===== src/rtl/tagged_regfile.sv =====
// Architectural register file with per-register rename state (busy + producer tag),
// CDB capture by tag match, same-cycle CDB read bypass and mispredict flush.
module tagged_regfile #(
   parameter int unsigned DATA_W = 32,
   parameter int unsigned NREGS  = 32,
   parameter int unsigned IDX_W  = 5,
   parameter int unsigned TAG_W  = 4,
   parameter int unsigned NRD    = 2
) (
   input  logic                  clk,
   input  logic                  rst,
   input  logic                  flush,
   input  logic                  ren_en,
   input  logic [IDX_W-1:0]      ren_idx,
   input  logic [TAG_W-1:0]      ren_tag,
   input  logic                  cdb_valid,
   input  logic [TAG_W-1:0]      cdb_tag,
   input  logic [DATA_W-1:0]     cdb_data,
   input  logic [NRD-1:0]        rd_en,
   input  logic [NRD*IDX_W-1:0]  rd_idx,
   output logic [NRD*DATA_W-1:0] rd_data,
   output logic [NRD*TAG_W-1:0]  rd_tag,
   output logic [NRD-1:0]        rd_valid,
   output logic [IDX_W:0]        busy_cnt
);

   logic [DATA_W-1:0]     data_q [NREGS];
   logic [DATA_W-1:0]     data_d [NREGS];
   logic [TAG_W-1:0]      tag_q  [NREGS];
   logic [TAG_W-1:0]      tag_d  [NREGS];
   logic [NREGS-1:0]      busy_q, busy_d;
   logic [NREGS-1:0]      cdb_hit;
   logic [NRD*DATA_W-1:0] rd_data_q, rd_data_d;
   logic [NRD*TAG_W-1:0]  rd_tag_q, rd_tag_d;
   logic [NRD-1:0]        rd_valid_q, rd_valid_d;
   logic [IDX_W:0]        busy_cnt_q, busy_cnt_d;
   logic [IDX_W-1:0]      sel;

   function automatic logic idx_ok(input logic [IDX_W-1:0] idx);
      return 32'(idx) < NREGS;
   endfunction

   // Register 0 is never busy, so it can never match and never captures CDB data.
   always_comb begin
      cdb_hit = '0;
      for (int r = 0; r < NREGS; r++) begin
         cdb_hit[r] = cdb_valid && !flush && busy_q[r] && (tag_q[r] == cdb_tag);
      end
   end

   always_comb begin
      data_d     = data_q;
      tag_d      = tag_q;
      busy_d     = busy_q;
      busy_cnt_d = '0;
      if (flush) begin
         busy_d = '0;
      end else begin
         for (int r = 0; r < NREGS; r++) begin
            if (cdb_hit[r]) begin
               data_d[r] = cdb_data;
               busy_d[r] = 1'b0;
            end
         end
         // Applied after CDB capture so the newer producer owns the register.
         if (ren_en && (ren_idx != '0) && idx_ok(ren_idx)) begin
            busy_d[ren_idx] = 1'b1;
            tag_d[ren_idx]  = ren_tag;
         end
      end
      for (int r = 0; r < NREGS; r++) begin
         busy_cnt_d = busy_cnt_d + (IDX_W+1)'(busy_d[r]);
      end
   end

   // Reads see post-CDB, pre-rename state.
   always_comb begin
      rd_data_d  = '0;
      rd_tag_d   = '0;
      rd_valid_d = '0;
      sel        = '0;
      for (int p = 0; p < NRD; p++) begin
         sel = rd_idx[p*IDX_W +: IDX_W];
         if (rd_en[p] && idx_ok(sel)) begin
            if (cdb_hit[sel]) begin
               rd_data_d[p*DATA_W +: DATA_W] = cdb_data;
               rd_valid_d[p]                 = 1'b1;
            end else if (busy_q[sel] && !flush) begin
               rd_tag_d[p*TAG_W +: TAG_W] = tag_q[sel];
            end else begin
               rd_data_d[p*DATA_W +: DATA_W] = data_q[sel];
               rd_valid_d[p]                 = 1'b1;
            end
         end
      end
   end

   always_ff @(posedge clk or posedge rst) begin
      if (rst) begin
         for (int r = 0; r < NREGS; r++) begin
            data_q[r] <= '0;
            tag_q[r]  <= '0;
         end
         busy_q     <= '0;
         rd_data_q  <= '0;
         rd_tag_q   <= '0;
         rd_valid_q <= '0;
         busy_cnt_q <= '0;
      end else begin
         for (int r = 0; r < NREGS; r++) begin
            data_q[r] <= data_d[r];
            tag_q[r]  <= tag_d[r];
         end
         busy_q     <= busy_d;
         rd_data_q  <= rd_data_d;
         rd_tag_q   <= rd_tag_d;
         rd_valid_q <= rd_valid_d;
         busy_cnt_q <= busy_cnt_d;
      end
   end

   assign rd_data  = rd_data_q;
   assign rd_tag   = rd_tag_q;
   assign rd_valid = rd_valid_q;
   assign busy_cnt = busy_cnt_q;

endmodule


===== config.mk =====
export PLATFORM = sky130hd
export DESIGN_NAME = tagged_regfile
export DESIGN_NICKNAME = d
export VERILOG_FILES = /design/src/rtl/tagged_regfile.sv
export SDC_FILE = /design/constraint.sdc
export NUM_CORES = 2
export LEC_CHECK = 0
export CAP_MARGIN = 20
export CELL_PAD_IN_SITES_DETAIL_PLACEMENT = 1
export CELL_PAD_IN_SITES_GLOBAL_PLACEMENT = 1
export CORE_MARGIN = 3
export CORE_UTILIZATION = 50
export DETAILED_ROUTE_END_ITERATION = 12
export HOLD_SLACK_MARGIN = 0.03
export PLACE_DENSITY_LB_ADDON = 0.1
export SLEW_MARGIN = 20
export SYNTH_ARGS = -nofsm -noshare
export SYNTH_HDL_FRONTEND = slang
export SYNTH_SLANG_ARGS = --single-unit
export TNS_END_PERCENT = 50

===== constraint.sdc =====
create_clock -name clk -period 53.6 [get_ports clk]
set_input_delay 13.4 -clock clk [delete_from_list [all_inputs] [get_ports clk]]
set_output_delay 13.4 -clock clk [all_outputs]
set_load 0.01 [all_outputs]

* Word level (Yosys, flattened, before mapping)
Cells that the tools add are included.
** Word-level totals
- Bits in registers :: 1264
- Bits in latches :: 0
- RAM bits :: 0
- Bits in read-only memories :: 0
- Bits of input ports :: 62
- Memories :: 0
** Operators by class
- Add/subtract/negate cells :: 31
- $mul :: 0
- Div/mod/pow operators :: 0
- Magnitude comparators :: 8
- Equal/unequal tests :: 32
- Shift-type cells :: 0
- Muxes and demuxes :: 109
- Bitwise gates (word level) :: 5
- Reductions and logical operators :: 105
** Operators by type and width (count)
- two-way mux 32 bit :: 12
- binary-select mux 32 bit (select 5 bit) :: 2
- adder 6 x 1 -> 6 bit :: 26
- bitwise mux 128 bit :: 1
- == test 4 bit :: 32
- two-way mux 1 bit :: 75
- logical AND 1 bit :: 70
- AND reduction 2 bit :: 33
- two-way mux 4 bit :: 11
- binary-select mux 4 bit (select 5 bit) :: 2
- OR 32 bit :: 1
- binary-select mux 1 bit (select 5 bit) :: 4
- demux 4 bit (select 5 bit) :: 1
- greater-or-equal comparator 6 bit, second input constant :: 3
- < comparator 5 x 6 -> 1 bit, second input constant :: 3
- NOT 5 -> 6 bit :: 3
- adder 5 x 1 -> 6 bit :: 1
- < comparator 6 x 1 -> 1 bit, second input constant :: 1
- adder 4 x 1 -> 5 bit :: 1
- demux 1 bit (select 5 bit) :: 1
- greater-or-equal comparator 5 x 1 -> 1 bit, second input constant :: 1
- nonzero test 5 bit :: 1
- adder 3 x 1 -> 4 bit :: 1
- adder 2 x 1 -> 3 bit :: 1
- 3 further kinds :: 3

* Logic depth before layout (Yosys ltp)
- Depth after elaboration :: 40
- Depth in mapped cells :: 23
- Mapped depth without buffers :: 21

* Least setup slack after synthesis
Ideal clock, no wire load.
- Kind :: input port to flip-flop
- From :: input port cdb_tag[3]
- To :: register busy_cnt_q[4], in the netlist busy_cnt[4]
- Setup time :: 123 ps
- Data arrival time :: 19068 ps
- Required time :: 53477 ps
- Setup slack :: 34409 ps
- Cell stages on the path :: 23
- Buffers on the path :: 4
- Cells stage by stage :: buf_2 > buf_6 > buf_4 > xnor2_1 > nand3_1 > nor3_1 > clkbuf_1 > o32ai_1 > fa_1 > inv_1 > fa_1 > fa_1 > fa_1 > fa_1 > fa_1 > inv_1 > ha_1 > inv_1 > fa_1 > inv_1 > a21o_1 > a21oi_1 > xnor2_1
** On the way
- Elaborated cells between the ends (all ways) :: 162
** RTL lines
- start: declaration :: line 17 : input logic [TAG_W-1:0] cdb_tag,
- == test 4 bit * :: line 47 : cdb_hit[r] = cdb_valid && !flush && busy_q[r] && (tag_q[r] == cdb_tag);
- logical AND 1 bit * :: line 47
- two-way mux 1 bit * :: line 60 : if (cdb_hit[r]) begin
- two-way mux 1 bit * :: line 56 : if (flush) begin
- OR 32 bit (no line)
- two-way mux 32 bit * :: line 66 : if (ren_en && (ren_idx != '0) && idx_ok(ren_idx)) begin
- two-way mux 32 bit * :: line 56
- named net busy_d[23] :: line 31 : logic [NREGS-1:0] busy_q, busy_d;
- adder 6 x 1 -> 6 bit * (9 in a row) :: line 72 : busy_cnt_d = busy_cnt_d + (IDX_W+1)'(busy_d[r]);
- named net busy_cnt_d[4] :: line 36 : logic [IDX_W:0] busy_cnt_q, busy_cnt_d;
- end signal: assignment :: line 118 : busy_cnt_q <= busy_cnt_d;
- end: declaration :: line 36
Mark *: on every way through the listed nets, which the timed path passes. The rest lies on a longest branch. The select of a mux whose other input is x is not followed.
A chain may end at the register's enable or synchronous reset.

* Worst setup path after layout
- From :: input port flush
- To :: register busy_cnt_q[4], in the netlist busy_cnt[4]
** On the way
- Cells in the longest elaborated chain, start to end :: 40
- Elaborated cells between the ends (all ways) :: 164
** RTL lines
- start: declaration :: line 12 : input logic flush,
- zero test 1 bit :: line 47
- logical AND 1 bit (3 in a row) :: line 47
- two-way mux 1 bit :: line 60
- two-way mux 1 bit :: line 56
- OR 32 bit (no line)
- two-way mux 32 bit :: line 66
- two-way mux 32 bit * :: line 56
- named net busy_d[1] :: line 31
- adder 1 x 1 -> 2 bit * :: line 72
- adder 2 x 1 -> 3 bit * :: line 72
- adder 3 x 1 -> 4 bit * :: line 72
- adder 4 x 1 -> 5 bit * :: line 72
- adder 5 x 1 -> 6 bit * :: line 72
- adder 6 x 1 -> 6 bit * (26 in a row) :: line 72
- named net busy_cnt_d[4] :: line 36
Marks and branches as above.

==> results.yml <==
power:
  pwr_density_cell_nw_per_um2: 29.2
  vdd_drop_max_mv: 0.0300
  swShare_pct: 25.5
  p_sw_mw: 0.566
  p_comb_share_pct: 9.4
  total_power_mw: 2.22
  p_leak_nw: 34.7
  power.internal_mw: 1.65
  clkPwrFrac_pct: 45.3
  power.share.sequential_pct: 45.3
cells_and_area:
  nFillCells: 12400
  final_nets: 4420
  fin_cells: 6221
  area_growth_syn_to_layout_pct: 10.6
  drive_gt1_share_pct: 52.0
  antennaDiodeCount: 0
  final_util_pct: 55.9
global_routing:
  grt_antenna_before_repair: 6
  grt_max_degree: 163
  grt_pass1_vias: 45400
  grt_overflow_total: 0
  grt_pass1_wl_mm: 320
  grt.total_usage_pct: 31.0
clock_network:
  post-cts-setup-buffer-count: 0
  cts_root_buffer: "clkbuf_16"
  post_cts_resized: 0
  clkSinkCount: 1264
  clk_latency_ns: 0.79
  h-tree-depth: 4
  cts_buffers: 145
  cts_buffer_depth: 3
  cts.reportedPaths.clkPinSlew_ns: 0.06
  hold_buffers: 0
  cts_tree: "yes"
critical_path:
  reg2reg_slack_ns: 47.07
  rr_worst_depth: 19
  crit_start: "flush"
  crit_chain: "clkdlybuf4s50_1 > nor2b_4 > nand4_1 > a32o_1 > fa_1 > inv_1 > fa_1 > fa_1 > fa_1 > fa_1 > fa_1 > inv_1 > ha_1 > inv_1 > fa_1 > inv_1 > a21o_1 > a21oi_1 > xnor2_1"
  crit_path_end_kind: "register"
  critPathMaxFanout: 21
  critPathLaunchType: "input port"
  crit_arrival_ns: 20.31
  max_stage_delay_ns: 0.93
  r2r-start: "tag_q[121]$_DFFE_PP0P_"
  critPathRequiredTime_ns: 54.26
  crit_slowest_cell: "nand4_1"
  r2r-end: "busy_cnt[4]$_DFF_PP0_"
  cp_common_cell: "fa_1"
  path_class: "in2reg"
synthesis:
  ys_top_cells_by_area: "dfrtp_1, mux4_2, mux2_2"
  synth-edff-count: 0
  syn_inst: 4385
  yosys_warnings: 0
  syn_avg_cell_area_um2: 15.6
  synth_cell_types: 63
  ys_ff_latch: 1264
  async_reset_ff_share_pct: 100
  synth_top_area_share_pct: 46.1
  netlist_area_um2: 68600
  yosysMostFrequentCell: "dfrtp_1"
  synth_top_flop_cell: "dfrtp_1"
  ys_top_cells_by_count: "dfrtp_1, mux2_2, mux4_2"
  yosysSeqAreaShare_pct: 46.1
  synth_top_area_cell: "dfrtp_1"
  synthesis.nets: 4478
place:
  port-buffer-count: 141
  dp.final_hpwl_mm: 119
  place_inst: 5960
  dp_slack_ns: 33.23
  gp_congestion: 0.826
drt:
  first_iter_violations: 3722
  vias_per_cell: 6.77
  wl_per_cell_um: 34.8
  drc: 0
  wirelength_mm: 216
  antenna_left: 0
  vias: 42100
  first_pass_iters: 5
sta:
  fin_setup_tns_ns: 0
  fin_crit_ns: 19.66
  timing.final.crit_share_pct: 36.7
  final_max_slew_viol_count: 0
  max_freq_mhz: 50.9
  grt_setup_unrepaired: "false"
  postLayoutSetupSlackWorst_ns: 33.94
  hold_viol: 0
  worst_slew_pin_slew_ns: 1.21
  skew_ns: 0.0247
  max_slew_margin_pct: 19.2
  report.final.setup_viol: 0
floorplanning:
  initial_core_util_pct: 50.5
  dieArea_um2: 142000
  dieWidth_um: 376
  core_area_um2: 136000
  rows: 135
  fp.dieH_um: 376
  top_level_ports: 142
min_path:
  whs_endpoint: "tag_q[124]$_DFFE_PP0P_"
  min_path_cells: 0
  hp-class: "reg2reg"
  hp-start: "tag_q[124]$_DFFE_PP0P_"
run:
  cap_violations: 0
run_status:
  status: "finished, final reports clean"
[power by group through the flow]
stage	sequential [mW]	combinational [mW]	clock, mW
3_5_place_dp	1.02	0.210	0
4_1_cts	1.00	0.211	1.02
5_1_grt	1.01	0.223	1.07
6_report	1.00	0.209	1.01
2_1_floorplan	1.01	0.144	0
3_3_place_gp	1.02	0.207	0
[registers in the layout, indices dropped and copies added (netlist names)]
name and cells:
data_q 1024, tag_q 128, busy_cnt 6, rd_valid 2, rd_tag 8, rd_data 64, busy_q 32
[critical path, delay by kind of cell]
family | cells | cell delay [ns]
AO/OA/AOI/OAI | 3 | 0.80
buffers and inverters | 5 | 0.84
XOR/XNOR | 1 | 0.12
AND/OR/NAND/NOR | 2 | 1.56
adder cells (fa/ha/maj) | 8 | 3.55
[metal layers]
layer  global-route usage (%)  up-vias  share of wire [%]
li1                         -    16800                  -
met1                     43.3    23500                 42
met2                     50.6     1448                 49
met3                     4.54      418                5.5
met4                     10.2        2                3.4
met5                        0        -             0.0055
[placed cells by master, fill, tap and decap left out, types with 7 or more instances in the layout]
master           count
a21oi_1              7
a31oi_1              8
and2_1              13
and3_1              10
buf_2               29
buf_4               90
bufinv_16           11
clkbuf_1            50
clkbuf_16          148
clkbuf_8            19
clkdlybuf4s50_1    104
clkinv_2            18
dfrtp_1           1264
fa_1                24
ha_1                 7
inv_1               51
inv_6                8
mux2_2            1156
mux2i_1             37
mux4_2             741
nand2_1            205
nand3_1             41
nand4_1             21
nor2_1              28
nor3_1              22
o21ai_0             10
o21ai_2             30
o2bb2ai_1           33
xnor2_1             64
xor2_1              67
[kinds of logic (layout without fill, tap and decap cells)]
| family | count (synthesis) | after routing | share of synthesized area (%) |
|---|---|---|---|
| compound gates | 135 | 135 | 1.67 |
| xor+xnor | 131 | 131 | 1.67 |
| fa+ha+maj | 31 | 31 | 0.829 |
| buf+inv | 499 | 554 | 3.10 |
| flops | 1264 | 1264 | 46.1 |
| mux | 1934 | 1934 | 43.9 |
| simple gates | 391 | 391 | 2.73 |
[metrics by stage]
stage	hold slack (ns)	area, µm²
4_1_cts	0.468	75900
3_5_place_dp	0.449	71200
2_1_floorplan	0.451	68600
3_3_place_gp	0.442	71200
6_report	0.464	75800
5_1_grt	0.481	75800
[layout make-up]
| cell class | count | area [µm²] | area share, % |
|---|---|---|---|
| well taps | 1781 | 2230 | 2.94 |
| repair buffers | 238 | 2110 | 2.78 |
| clock buffers | 216 | 4140 | 5.46 |
| flip-flops and latches | 1264 | 31600 | 41.7 |
| inverters | 56 | 225 | 0.297 |
| clock inverters | 44 | 586 | 0.772 |
| multi-input cells | 2622 | 34900 | 46.1 |
[worst max path at each step]
stage	to	slack, ns	cells past startpoint
finish	busy_cnt[4]$_DFF_PP0_	33.94	19
CTS	busy_cnt[4]$_DFF_PP0_	34.02	19
detailed placement	busy_cnt[4]$_DFF_PP0_	33.23	19
global placement	busy_cnt[4]$_DFF_PP0_	33.32	19
floorplan	busy_cnt[0]$_DFF_PP0_	4.58	1
global route	busy_cnt[4]$_DFF_PP0_	33.86	19
Power figures use the tool's default switching activity.
